==> src/rtl/pll_lock_reset_seq.sv <==
`default_nettype none
// ============================================================================
// Module   : pll_lock_reset_seq
// Brief    : Qualifies an asynchronous PLL lock flag, sequences the system
//            reset release and the SDRAM power-up wait, counts lock losses.
// Revision : 1.0 - initial release
// ============================================================================
module pll_lock_reset_seq #(
    parameter int SYNC_STAGES         = 2,
    parameter int LOCK_STABLE_CYCLES  = 1024,
    parameter int RESET_HOLD_CYCLES   = 16,
    parameter int POWERUP_WAIT_CYCLES = 20000,
    parameter int LOSS_CNT_W          = 8
) (
    input  logic                  clk,
    input  logic                  rst,
    input  logic                  locked_in,
    output logic                  rst_out,
    output logic                  sdram_init_ok,
    output logic [LOSS_CNT_W-1:0] lock_lost_cnt,
    output logic [1:0]            seq_state
);

    localparam int CNT_MAX_A = (LOCK_STABLE_CYCLES > RESET_HOLD_CYCLES) ?
                               LOCK_STABLE_CYCLES : RESET_HOLD_CYCLES;
    localparam int CNT_MAX   = (CNT_MAX_A > POWERUP_WAIT_CYCLES) ?
                               CNT_MAX_A : POWERUP_WAIT_CYCLES;
    localparam int CNT_W     = $clog2(CNT_MAX + 1);

    localparam logic [CNT_W-1:0]      STABLE_LAST = CNT_W'(LOCK_STABLE_CYCLES - 1);
    localparam logic [CNT_W-1:0]      HOLD_LAST   = CNT_W'(RESET_HOLD_CYCLES - 1);
    localparam logic [CNT_W-1:0]      PU_DONE     = CNT_W'(POWERUP_WAIT_CYCLES);
    localparam logic [CNT_W-1:0]      CNT_ONE     = CNT_W'(1);
    localparam logic [LOSS_CNT_W-1:0] LOSS_ONE    = LOSS_CNT_W'(1);
    localparam logic [LOSS_CNT_W-1:0] LOSS_SAT    = {LOSS_CNT_W{1'b1}};

    typedef enum logic [1:0] {
        WAIT_LOCK = 2'd0,
        STABLE    = 2'd1,
        HOLD      = 2'd2,
        RUN       = 2'd3
    } state_t;

    state_t                  state_q, state_d;
    logic [SYNC_STAGES-1:0]  sync_q, sync_d;
    logic [CNT_W-1:0]        cnt_q, cnt_d;
    logic                    rst_out_q, rst_out_d;
    logic                    init_ok_q, init_ok_d;
    logic [LOSS_CNT_W-1:0]   lock_lost_cnt_q, lock_lost_cnt_d;
    logic                    locked_s;

    // locked_in is asynchronous; only the first synchroniser stage samples it.
    assign sync_d   = {sync_q[SYNC_STAGES-2:0], locked_in};
    assign locked_s = sync_q[SYNC_STAGES-1];

    always_ff @(posedge clk or posedge rst) begin
        if (rst) begin
            state_q         <= WAIT_LOCK;
            sync_q          <= '0;
            cnt_q           <= '0;
            rst_out_q       <= 1'b1;
            init_ok_q       <= 1'b0;
            lock_lost_cnt_q <= '0;
        end else begin
            state_q         <= state_d;
            sync_q          <= sync_d;
            cnt_q           <= cnt_d;
            rst_out_q       <= rst_out_d;
            init_ok_q       <= init_ok_d;
            lock_lost_cnt_q <= lock_lost_cnt_d;
        end
    end

    always_comb begin
        state_d         = state_q;
        cnt_d           = cnt_q;
        rst_out_d       = 1'b1;
        init_ok_d       = 1'b0;
        lock_lost_cnt_d = lock_lost_cnt_q;

        case (state_q)
            WAIT_LOCK: begin
                cnt_d = '0;
                if (locked_s) begin
                    state_d = STABLE;
                end
            end
            STABLE: begin
                if (!locked_s) begin
                    state_d = WAIT_LOCK;
                    cnt_d   = '0;
                end else if (cnt_q == STABLE_LAST) begin
                    state_d = HOLD;
                    cnt_d   = '0;
                end else begin
                    cnt_d = cnt_q + CNT_ONE;
                end
            end
            HOLD: begin
                if (!locked_s) begin
                    state_d = WAIT_LOCK;
                    cnt_d   = '0;
                end else if (cnt_q == HOLD_LAST) begin
                    state_d   = RUN;
                    cnt_d     = '0;
                    rst_out_d = 1'b0;
                end else begin
                    cnt_d = cnt_q + CNT_ONE;
                end
            end
            RUN: begin
                if (!locked_s) begin
                    state_d = WAIT_LOCK;
                    cnt_d   = '0;
                    if (lock_lost_cnt_q != LOSS_SAT) begin
                        lock_lost_cnt_d = lock_lost_cnt_q + LOSS_ONE;
                    end
                end else begin
                    rst_out_d = 1'b0;
                    // Counter parks at the terminal value so init_ok stays high.
                    if (cnt_q != PU_DONE) begin
                        cnt_d = cnt_q + CNT_ONE;
                    end
                    init_ok_d = (cnt_d == PU_DONE);
                end
            end
            default: begin
                state_d = WAIT_LOCK;
                cnt_d   = '0;
            end
        endcase
    end

    assign rst_out       = rst_out_q;
    assign sdram_init_ok = init_ok_q;
    assign lock_lost_cnt = lock_lost_cnt_q;
    assign seq_state     = state_q;

endmodule
`default_nettype wire

==> config.mk <==
export PLATFORM = sky130hd
export DESIGN_NAME = pll_lock_reset_seq
export DESIGN_NICKNAME = d
export VERILOG_FILES = /design/src/rtl/pll_lock_reset_seq.sv
export SDC_FILE = /design/constraint.sdc
export NUM_CORES = 1
export LEC_CHECK = 0
export ABC_CLOCK_PERIOD_IN_PS = 2150
export CORE_MARGIN = 1.5
export CORE_UTILIZATION = 34
export CTS_BUF_LIST = sky130_fd_sc_hd__clkbuf_16
export DETAILED_ROUTE_END_ITERATION = 8
export GPL_ROUTABILITY_DRIVEN = 1
export PLACE_DENSITY_LB_ADDON = 0.25
export SYNTH_ARGS = -nofsm -noshare
export SYNTH_HDL_FRONTEND = slang
export SYNTH_SLANG_ARGS = --single-unit
==> constraint.sdc <==
create_clock -name clk -period 2.15 [get_ports clk]
set_input_delay 0.43 -clock clk [delete_from_list [all_inputs] [get_ports clk]]
set_output_delay 0.43 -clock clk [all_outputs]
set_load 0.005 [all_outputs]
Word-level counts from Yosys, hierarchy flattened
Cells that the tools add are included.
{"block": "op_classes", "muxes": 22, "eq_ne": 12, "bitwise": 1, "n_reduce_logical": 3, "addsub": 2}
{"cell": "$mux W15", "n": 8}
{"cell": "$pmux W15 S4", "n": 1}
{"cell": "$add A15 B1 Y15 const B", "n": 1}
{"cell": "$eq A15 B10 Y1 const B", "n": 1}
{"cell": "$eq A15 B15 Y1 const B", "n": 1}
{"cell": "$eq A15 B4 Y1 const B", "n": 1}
{"cell": "$ne A15 B15 Y1 const B", "n": 1}
{"cell": "$mux W2", "n": 6}
{"cell": "$add A8 B1 Y8 const B", "n": 1}
{"cell": "$ne A8 B8 Y1 const B", "n": 1}
{"cell": "$pmux W2 S4", "n": 1}
{"cell": "$ne A3 B3 Y1 const B", "n": 2}
{"cell": "$mux W1", "n": 5}
{"cell": "$eq A2 B2 Y1 const B", "n": 2}
{"cell": "$ne A2 B2 Y1 const B", "n": 2}
{"cell": "$reduce_and A4 Y1", "n": 1}
{"cell": "$reduce_and A3 Y1", "n": 1}
{"cell": "$eq A2 B1 Y1 const B", "n": 1}
{"cell": "$logic_not A2 Y1", "n": 1}
{"cell": "$pmux W1 S2", "n": 1}
{"cell": "$not A1 Y1", "n": 1}
{"block": "word_totals", "reg_bits": 29, "elab_cells": 46, "output_inout_bits": 12, "inputBits": 3}

Depth between registers and ports, before layout
{"block": "logic_depth", "word_depth": 7, "ltp_mapped": 7, "ltp_nobuf": 7}

Worst setup path after synthesis
OpenSTA, ideal clock, no wires.
{"block": "synth_path", "path_kind": "register to register", "from": "reg cnt_q[4]", "to": "reg cnt_q[0]", "setup_ps": 129, "synth_period_minus_slack_ps": 2115, "required_ps": 2021, "n_path_buf": 1, "stages_incl_launch_ff": 6, "slack_ps": 35, "arrival_time_ps": 1986, "path_cell_list": "dfrtp_1 buf_6 or4_4 or4_4 a221oi_4 a21oi_2"}
{"block": "synth_between", "elab_chain_len": 6, "elab_cells_between_ends": 12, "cone_classes": "eq/ne: 3; mux: 9"}
{"item": "start, declared", "line_no": "46", "source": "logic [CNT_W-1:0] cnt_q, cnt_d;"}
{"item": "start signal, assigned", "line_no": "67", "source": "cnt_q <= cnt_d;"}
{"item": "$ne A15 B15 Y1", "line_no": "121", "source": "if (cnt_q != PU_DONE) begin"}
{"item": "$mux W15", "line_no": "121"}
{"item": "$mux W15", "line_no": "112", "source": "if (!locked_s) begin"}
{"item": "$mux W15", "line_no": "81", "source": "case (state_q)"}
{"item": "$mux W15", "line_no": "112"}
{"item": "$pmux W15 S4 (*)", "line_no": "81"}
{"item": "net cnt_d[0]", "line_no": "46"}
The timed path passes the listed nets; every way through them passes the cells marked *. The select of a mux whose other input is x is not followed.
A chain may end at the register's enable or synchronous reset.

Worst setup path after layout
{"block": "layout_path", "from": "reg cnt_q[12]", "to": "reg cnt_q[0]"}
The elaborated chain is that of the path after synthesis.

==> out/results.ini <==
[synthesis]
ys_ff_latch = 29
synthTopCellsByArea = dfrtp_1, xnor2_1, nor2_1
synthCells = 161
synth_cell_type_count = 44
syn_nets = 167
avgSynthCellArea_um2 = 9.90
synth_top_area_share = 0.440
ys_seq_area_frac = 0.456
yosysWarningCount = 0
synth_area_mm2 = 0.00159
synth_top_area_cell = dfrtp_1

[grt]
grt_usage = 0.171
antenna_found_initial = 0
grt_overflow = 0
grt_max_degree = 19
grt_pass1_wl_um = 6710
grt_pass1_vias = 1341

[die]
core_mm2 = 0.00444
core.rowCount = 24
start_util = 0.359
die_area_mm2 = 0.00511
die_h_um = 71.5
ios = 15
die_x_um = 71.5

[drt]
wl_um = 3840
post_drt_wl_per_cell_um = 15.4
drt_iter0_drc = 119
ant_nets = 0
vias = 1356
vias_per_cell = 5.45
drc = 0
drt_first_pass_iters = 6

[power]
swShare = 0.273
p_leak_nw = 0.882
intPower_mw = 1.18
power_mw = 1.62
p_sw_mw = 0.442
clockPowerShare = 0.402
pwr-share-comb = 0.197
powerDensity_mw_per_mm2 = 774
p_seq_frac = 0.401
peakVddDrop_v = 0.000413

[outcome]
status = finished clean

[clocking]
cts_made_buffers = 5
cts-root-buf = clkbuf_16
htreeDepth = 2
cts_sinks = 29
cts_tree = built
clkTransAtPathRegs_ns = 0.05
clk_latency_ns = 0.27
cts_hold_buf = 0
cts_buffer_depth = 2

[place]
dp_hpwl_um = 2840
place.gp.congestion = 0.859
numPortBuffers = 14

[critical_path]
slowest_delay_ns = 0.57
path_class = reg -> reg
cp_top_family = simple AND/OR/NAND/NOR gates
path_buf_inv = 0
path_cells = or4b_4 -> or4_4 -> a221oi_4 -> a21oi_2
cp_max_fo = 6
slowest_stage = or4_4
startpoint_type = register
arrival_ns = 2.28
required_ns = 2.29
critPathCaptureType = register

[sta]
finalCritPeriodShare = 0.994
holdWs_ns = 0.344
period_minus_slack_ns = 2.14
finalHoldViolCount = 0
tightest_slew_ns = 0.553
drv_slew = 0
setup-violations-final = 0
fmax_mhz = 468
slew-limit-headroom = 0.629
skew_ns = 0.00566
grt_setup_unrepaired = true

[flow_run]
maxCapViolCount = 0

[cells_and_area]
most-common-layout-cells = dfrtp_1, nor2_1, buf_4, xnor2_1, clkdlybuf4s50_1
final_common_cell = dfrtp_1
area_growth_pct = 31.0
diodes = 0
drive_gt1_frac = 0.203
fin_nets = 202

[hold_path]
min_path_type = reg -> reg

Yosys cell counts:
cell       number
a21oi_1         5
nor4b_1         2
nand4_1         5
or4_1           1
o2111a_1        1
or4b_1          1
and4_1          1
o221ai_2        1
buf_2           1
dfrtp_1        28
a31oi_1         1
nor4_1          4
nand4bb_1       1
inv_1           8
nand2b_1        1
a211oi_1        1
o22a_1          1
a21oi_2         1
nand3b_1        3
nand3_1        10
or4_4           2
nand4b_1        1
mux2_2          1
or2_2           1
ha_1            3
and3_1          5
dfstp_2         1
nor2b_1         1
a221oi_4        1
xnor2_1        14
nor3_1          6
o311a_1         1
buf_6           1
clkbuf_1        5
a41oi_1         1
xor2_1          6
buf_4           1
nor2_1         22
a311oi_1        1
and3b_1         1
nand2_1         6
o22ai_1         1
o311ai_0        1
nor4bb_1        1
power by group through the flow:
stage	sequential (mW)	combinational (mW)	clock, mW
3_5_place_dp	0.656	0.314	0
4_1_cts	0.647	0.317	0.668
6_report	0.649	0.318	0.650
2_1_floorplan	0.647	0.165	0
3_3_place_gp	0.653	0.314	0
5_1_grt	0.659	0.355	0.691
state kept, by name, summed over array words and instances (netlist names):
name	flops
cnt_q	15
seq_state	2
sdram_init_ok	1
lock_lost_cnt	8
sync_q	2
rst_out	1
path summary, 6_finish.rpt:
kind	from	end	slack, ns	cells after the start
max	cnt_q[12]	cnt_q[0]	0.01	4
min	sync_q[0]	sync_q[1]	0.34	0
max reg2reg	cnt_q[12]	cnt_q[0]	0.01	4
min reg2reg	sync_q[0]	sync_q[1]	0.34	0
max in group asynchronous	rst	cnt_q[13]	1.19	3
min in group asynchronous	rst	lock_lost_cnt[6]	0.49	2
cells by family (layout without fill, tap and decap cells):
kind of cell,Yosys count,count (layout),share of synthesized area
AO/OA/AOI/OAI,17,17,0.0950
XOR/XNOR,20,20,0.110
adder cells (fa/ha/maj),3,3,0.0236
buffers and inverters,16,52,0.0455
flip-flops,29,29,0.456
multiplexers,1,1,0.00706
AND/OR/NAND/NOR,75,75,0.263
metrics by stage:
| stage | std cells | cell area, um2 | TNS, ns | util | setup WS (ns) |
|---|---|---|---|---|---|
| floorplan | 161 | 1590 | 0 | - | 0.0348 |
| global placement | 239 | 1920 | -0.0544 | 0.432 | -0.0140 |
| detailed placement | 239 | 1920 | 0 | 0.432 | 0.0110 |
| CTS | 247 | 2060 | 0 | 0.465 | 0.0339 |
| global route | 249 | 2090 | -0.677 | 0.470 | -0.0618 |
| finish | 249 | 2090 | 0 | 0.470 | 0.0132 |
layer usage:
layer	track usage	part of all wire	vias to the layer above
met4	0.0692	0.020	0
met5	0	0	-
li1	-	-	649
met2	0.252	0.46	24
met1	0.238	0.49	676
met3	0.0464	0.039	7
repair_timing:
item | in CTS | in global routing
setup buffers | 0 | 2
resized for setup | 1 | 2
hold endpoints to repair | 0 | 0
endpoints found under the setup margin | 1 | 16
pin swaps | 0 | 8
layout make-up:
class,instances,area [um2]
flip-flops and latches,29,727
clock inverters,3,13.8
repair buffers,36,318
multi-input cells,116,810
clock buffers,5,125
well taps,52,65.1
fillers,427,2360
inverters,8,30.0
(Power assumes the default switching activity.)
==> variant 1, RTL diff (same flow settings) <==
Remove the register `rst_out_q`: a continuous assignment takes its place, so the output `rst_out` follows one clock earlier.
--- a/src/rtl/pll_lock_reset_seq.sv
+++ b/src/rtl/pll_lock_reset_seq.sv
@@ -58,18 +58,18 @@
             state_q         <= WAIT_LOCK;
             sync_q          <= '0;
             cnt_q           <= '0;
-            rst_out_q       <= 1'b1;
             init_ok_q       <= 1'b0;
             lock_lost_cnt_q <= '0;
         end else begin
             state_q         <= state_d;
             sync_q          <= sync_d;
             cnt_q           <= cnt_d;
-            rst_out_q       <= rst_out_d;
             init_ok_q       <= init_ok_d;
             lock_lost_cnt_q <= lock_lost_cnt_d;
         end
     end
+
+    assign rst_out_q = rst_out_d;
 
     always_comb begin
         state_d         = state_q;
Function: same outputs for any inputs over 10 cycles, from zero or initial values and one cycle with rst high; that may be too few to reach the edited logic, so the function may still have changed.
==> variant 1 against the original RTL <==
Setup slack got worse by 0.20 ns. Sequential cell count decreased by 1. Global-route usage decreased by 0.48 points. Total power decreased by 5.6%. Synthesized area decreased by 1.6%. Wire length increased by 2.0%. Design area increased by 3.8%. Hold slack improved by 0.014 ns. The run now ends with setup timing left. Critical path type is now reg -> out. Fmax decreased by 8.5%.
==> variant 1: results (changes against the original RTL) <==
Layout
  – Final clock-cell share: 0.0485 (-0.0180)
  – Share of post-route cells with drive strength above 1: 0.265 (+0.0617)
  – Layout clock buffers: 3 (-2)
  – Final layout net count: 211 (+4.5%)
  – Sequential cell area share: 0.323 (-0.0250)
  – Buffers, non-clock: 48 (+33%)
  – Multi-input gate area: 860 µm² (+6.2%)
  – Sequential cell count: 28 (-3.4%)

STA
  – Final worst clock skew: 0.00586 ns (+0.000202 ns)
  – Setup ws final: -0.185 ns (-0.199 ns)
  – Hold Worst Slack: 0.358 ns (+0.0136 ns)
  – Max transition margin: 0.622 (-0.00687)
  – Endpoints failing setup: 7 (+7)

Clocking
  – # resized after CTS: 21 (+20)
  – Register clock-pin slew on the reported worst setup and hold paths: 0.07 ns (+0.02 ns)

Power
  – Comb pwr share: 0.231 (+0.034)
  – Switching share of power: 0.262 (-0.0113)
  – P_int: 1.13 mW (-4.2%)
  – Leak Pwr: 0.908 nW (+3.0%)

Worst setup path
  – R2R setup slack: -0.13 ns (-0.14 ns)
  – Reg2reg path depth: 6 (+2)
  – CP Class: reg -> out
  – R2r startpoint: cnt_q[8]$_DFF_PP0_
  – Worst Setup EP: rst_out

Synthesis
  – Synth Area in Compound Gates: 0.0966 (+0.00159)
  – Multiplexer area fraction after synthesis: 0.00718 (+0.000118)
  – XOR/XNOR Fraction of Synth Area: 0.112 (+0.00184)
  – Seq/Total Area, Yosys: 0.447 (-0.00912)
  – Adder-Cell Fraction of Synth Area: 0.0239 (+0.000395)
  – Synth Net Count: 166 (-0.60%)
  – Unique cell type count in the Yosys netlist: 43 (-2.3%)
  – Largest cells by area after synthesis: dfrtp_1, xnor2_1, nor2_1, xor2_1, nand3_1

GRT
  – Largest net degree at the start of global routing: 29 (+10)
  – Vias in the first global route: 1,377 (+2.7%)
  – First-pass GRT wire length: 6.61 mm (-1.4%)

Detailed routing
  – TritonRoute pass-1 iters: 4 (-2)
  – Detailed Route WL: 3.92 mm (+2.0%)
  – Routed vias/inst: 5.41 (-0.65%)

Run status
  – Failing checks: setup timing
  – Status: finished with violations

Placed design
  – HPWL Detailed: 2.89 mm (+1.8%)
  – GP Congestion: 0.872 (+1.5%)
==> variant 1: cell types whose count changed after synthesis, sizes merged <==
cell   change
dfstp      -1
==> variant 1: worst max-delay path, delay by kind of cell, from the launching register on <==
kind / cells / cell delay [ns]
AO/OA/AOI/OAI: 1 / 0.10
AND/OR/NAND/NOR: 3 / 1.06
buffers and inverters: 1 / 0.11
flip-flops: 1 / 0.38
==> variant 1: metrics by stage <==
step	area [µm²]	util	instances	TNS [ns]	worst slack [ns]
after floorplan	1570	-	160	0	0.0348
after global placement	1960	0.448	249	-0.833	-0.435
after detailed placement	1960	0.448	249	-0.939	-0.438
after CTS	2150	0.490	254	-0.750	-0.191
after global routing	2170	0.495	256	-1.25	-0.254
final	2170	0.495	256	-0.823	-0.185
==> variant 1: layer usage <==
layer	wire, µm	GRT usage	share of wire
met5	0	0	0
met4	29	0.0503	0.0074
met3	131	0.0228	0.033
met2	1990	0.275	0.51
met1	1760	0.226	0.45
==> variant 2, RTL diff (config.mk and constraints unchanged) <==
Without the edit above. Set the parameter `LOSS_CNT_W` to 10 (it was 8).
--- a/src/rtl/pll_lock_reset_seq.sv
+++ b/src/rtl/pll_lock_reset_seq.sv
@@ -10,7 +10,7 @@
     parameter int LOCK_STABLE_CYCLES  = 1024,
     parameter int RESET_HOLD_CYCLES   = 16,
     parameter int POWERUP_WAIT_CYCLES = 20000,
-    parameter int LOSS_CNT_W          = 8
+    parameter int LOSS_CNT_W          = 10
 ) (
     input  logic                  clk,
     input  logic                  rst,
Interface: changed (resized lock_lost_cnt); port bits go from 15 to 17. The function was not compared with the original's and may differ.
==> variant 2 against the original RTL <==
Synthesized area rose by 12%. Setup slack improved by 0.16 ns. Hold slack better by 0.0088 ns. Wire length up 4.8%. Sequential cell count up 2. Critical path depth increased by 1. Final cell count grew 15%. Design area is 9.2% higher. Sequential share of layout area shrank 0.75 points.
Power is not compared: it rests on default switching activity, and its combinational part moved more than twofold at a synthesized area within 25%.
==> variant 2: results (changes against the original RTL) <==
Layout
  – Filler cells: 530 (+24%)
  – Share of post-route cells with drive strength above 1: 0.147 (-0.0556)
  – Final layout net count: 222 (+9.9%)
  – Layout Cells excl Fill: 287 (+15%)

Placed design
  – Place WS: 0.186 ns (+0.175 ns)
  – GP Congestion: 0.866 (+0.77%)
  – Input/output buffers: 16 (+2)
  – DP Area: 2110 µm² (+10%)
  – HPWL Detailed: 2.91 mm (+2.6%)
  – Placed instance count: 279 (+17%)

Worst setup path
  – Crit-path max cell delay: 0.54 ns (-0.03 ns)
  – Critical path fanouts, max: 2 (-4)
  – Arrival @ worst endpoint: 2.14 ns (-0.14 ns)
  – R2R setup slack: 0.17 ns (+0.16 ns)
  – FF-to-FF End: sdram_init_ok$_DFF_PP0_
  – Reg2reg path depth: 5 (+1)
  – R2r startpoint: cnt_q[7]$_DFF_PP0_

Synthesis
  – Largest cells by area after synthesis: dfrtp_1, xnor2_1, nand4_1, nor2_1, xor2_1
  – Seq/Total Area, Yosys: 0.435 (-0.0215)
  – Unique cell type count in the Yosys netlist: 41 (-6.8%)
  – Synth Net Count: 193 (+16%)
  – Commonest cells post-synth: dfrtp_1, nor2_1, xnor2_1, nand4_1, clkbuf_1

GRT
  – Global Route Usage Sum: 0.157 (-0.0139)
  – First-pass GRT wire length: 6.62 mm (-1.2%)
  – Largest net degree at the start of global routing: 32 (+13)
  – Grt met1 use: 0.214 (-0.0236)
  – Grt met2 use: 0.240 (-0.0126)
  – Vias in the first global route: 1,374 (+2.5%)
  – Met3 Resource Use GR: 0.0384 (-0.00805)

Detailed routing
  – TritonRoute pass-1 iters: 4 (-2)
  – Initial DRC count: 78 (-34%)
  – Routed wire per std cell: 14.0 µm (-9.0%)
  – Met2 WL post-DR: 1.86 mm (+6.1%)
  – Routed wl met3: 165 µm (+11%)
  – WL met1: 1.96 mm (+5.3%)

STA
  – Hold Worst Slack: 0.353 ns (+0.00883 ns)
  – Final worst clock skew: 0.00379 ns (-0.00186 ns)
  – Worst-margin pin slew: 0.428 ns (-0.125 ns)
  – Max Freq: 506 MHz (+8.1%)

Run status
  – Status: finished clean
variant 2: final cells by class:
class	count	area (µm²)	area share
well taps	70	87.6	0.0384
clock inverters	3	38.8	0.0170
clock buffers	5	125	0.0549
multi-input cells	138	938	0.411
inverters	7	26.3	0.0115
flip-flops and latches	31	777	0.341
repair buffers	33	288	0.126
variant 2: report_power, final:
part	leakage, nW	switching [mW]	internal (mW)
Sequential	0.422	0.00455	0.589
Combinational	0.419	0.0288	0.0188
Clock	0.0812	0.234	0.539
Total	0.922	0.267	1.15
variant 2: cells by family after synthesis:
family	synth area share
adder cells (fa/ha/maj)	0.0210
multiplexers	0.0175
buffers and inverters	0.0420
AO/OA/AOI/OAI	0.0847
flip-flops	0.435
XOR/XNOR	0.113
AND/OR/NAND/NOR	0.288
variant 2: timing repair:
item / CTS / global route
buffers inserted: 0 / 0
setup endpoints to repair: 0 / 1
gates resized for setup: 0 / 1
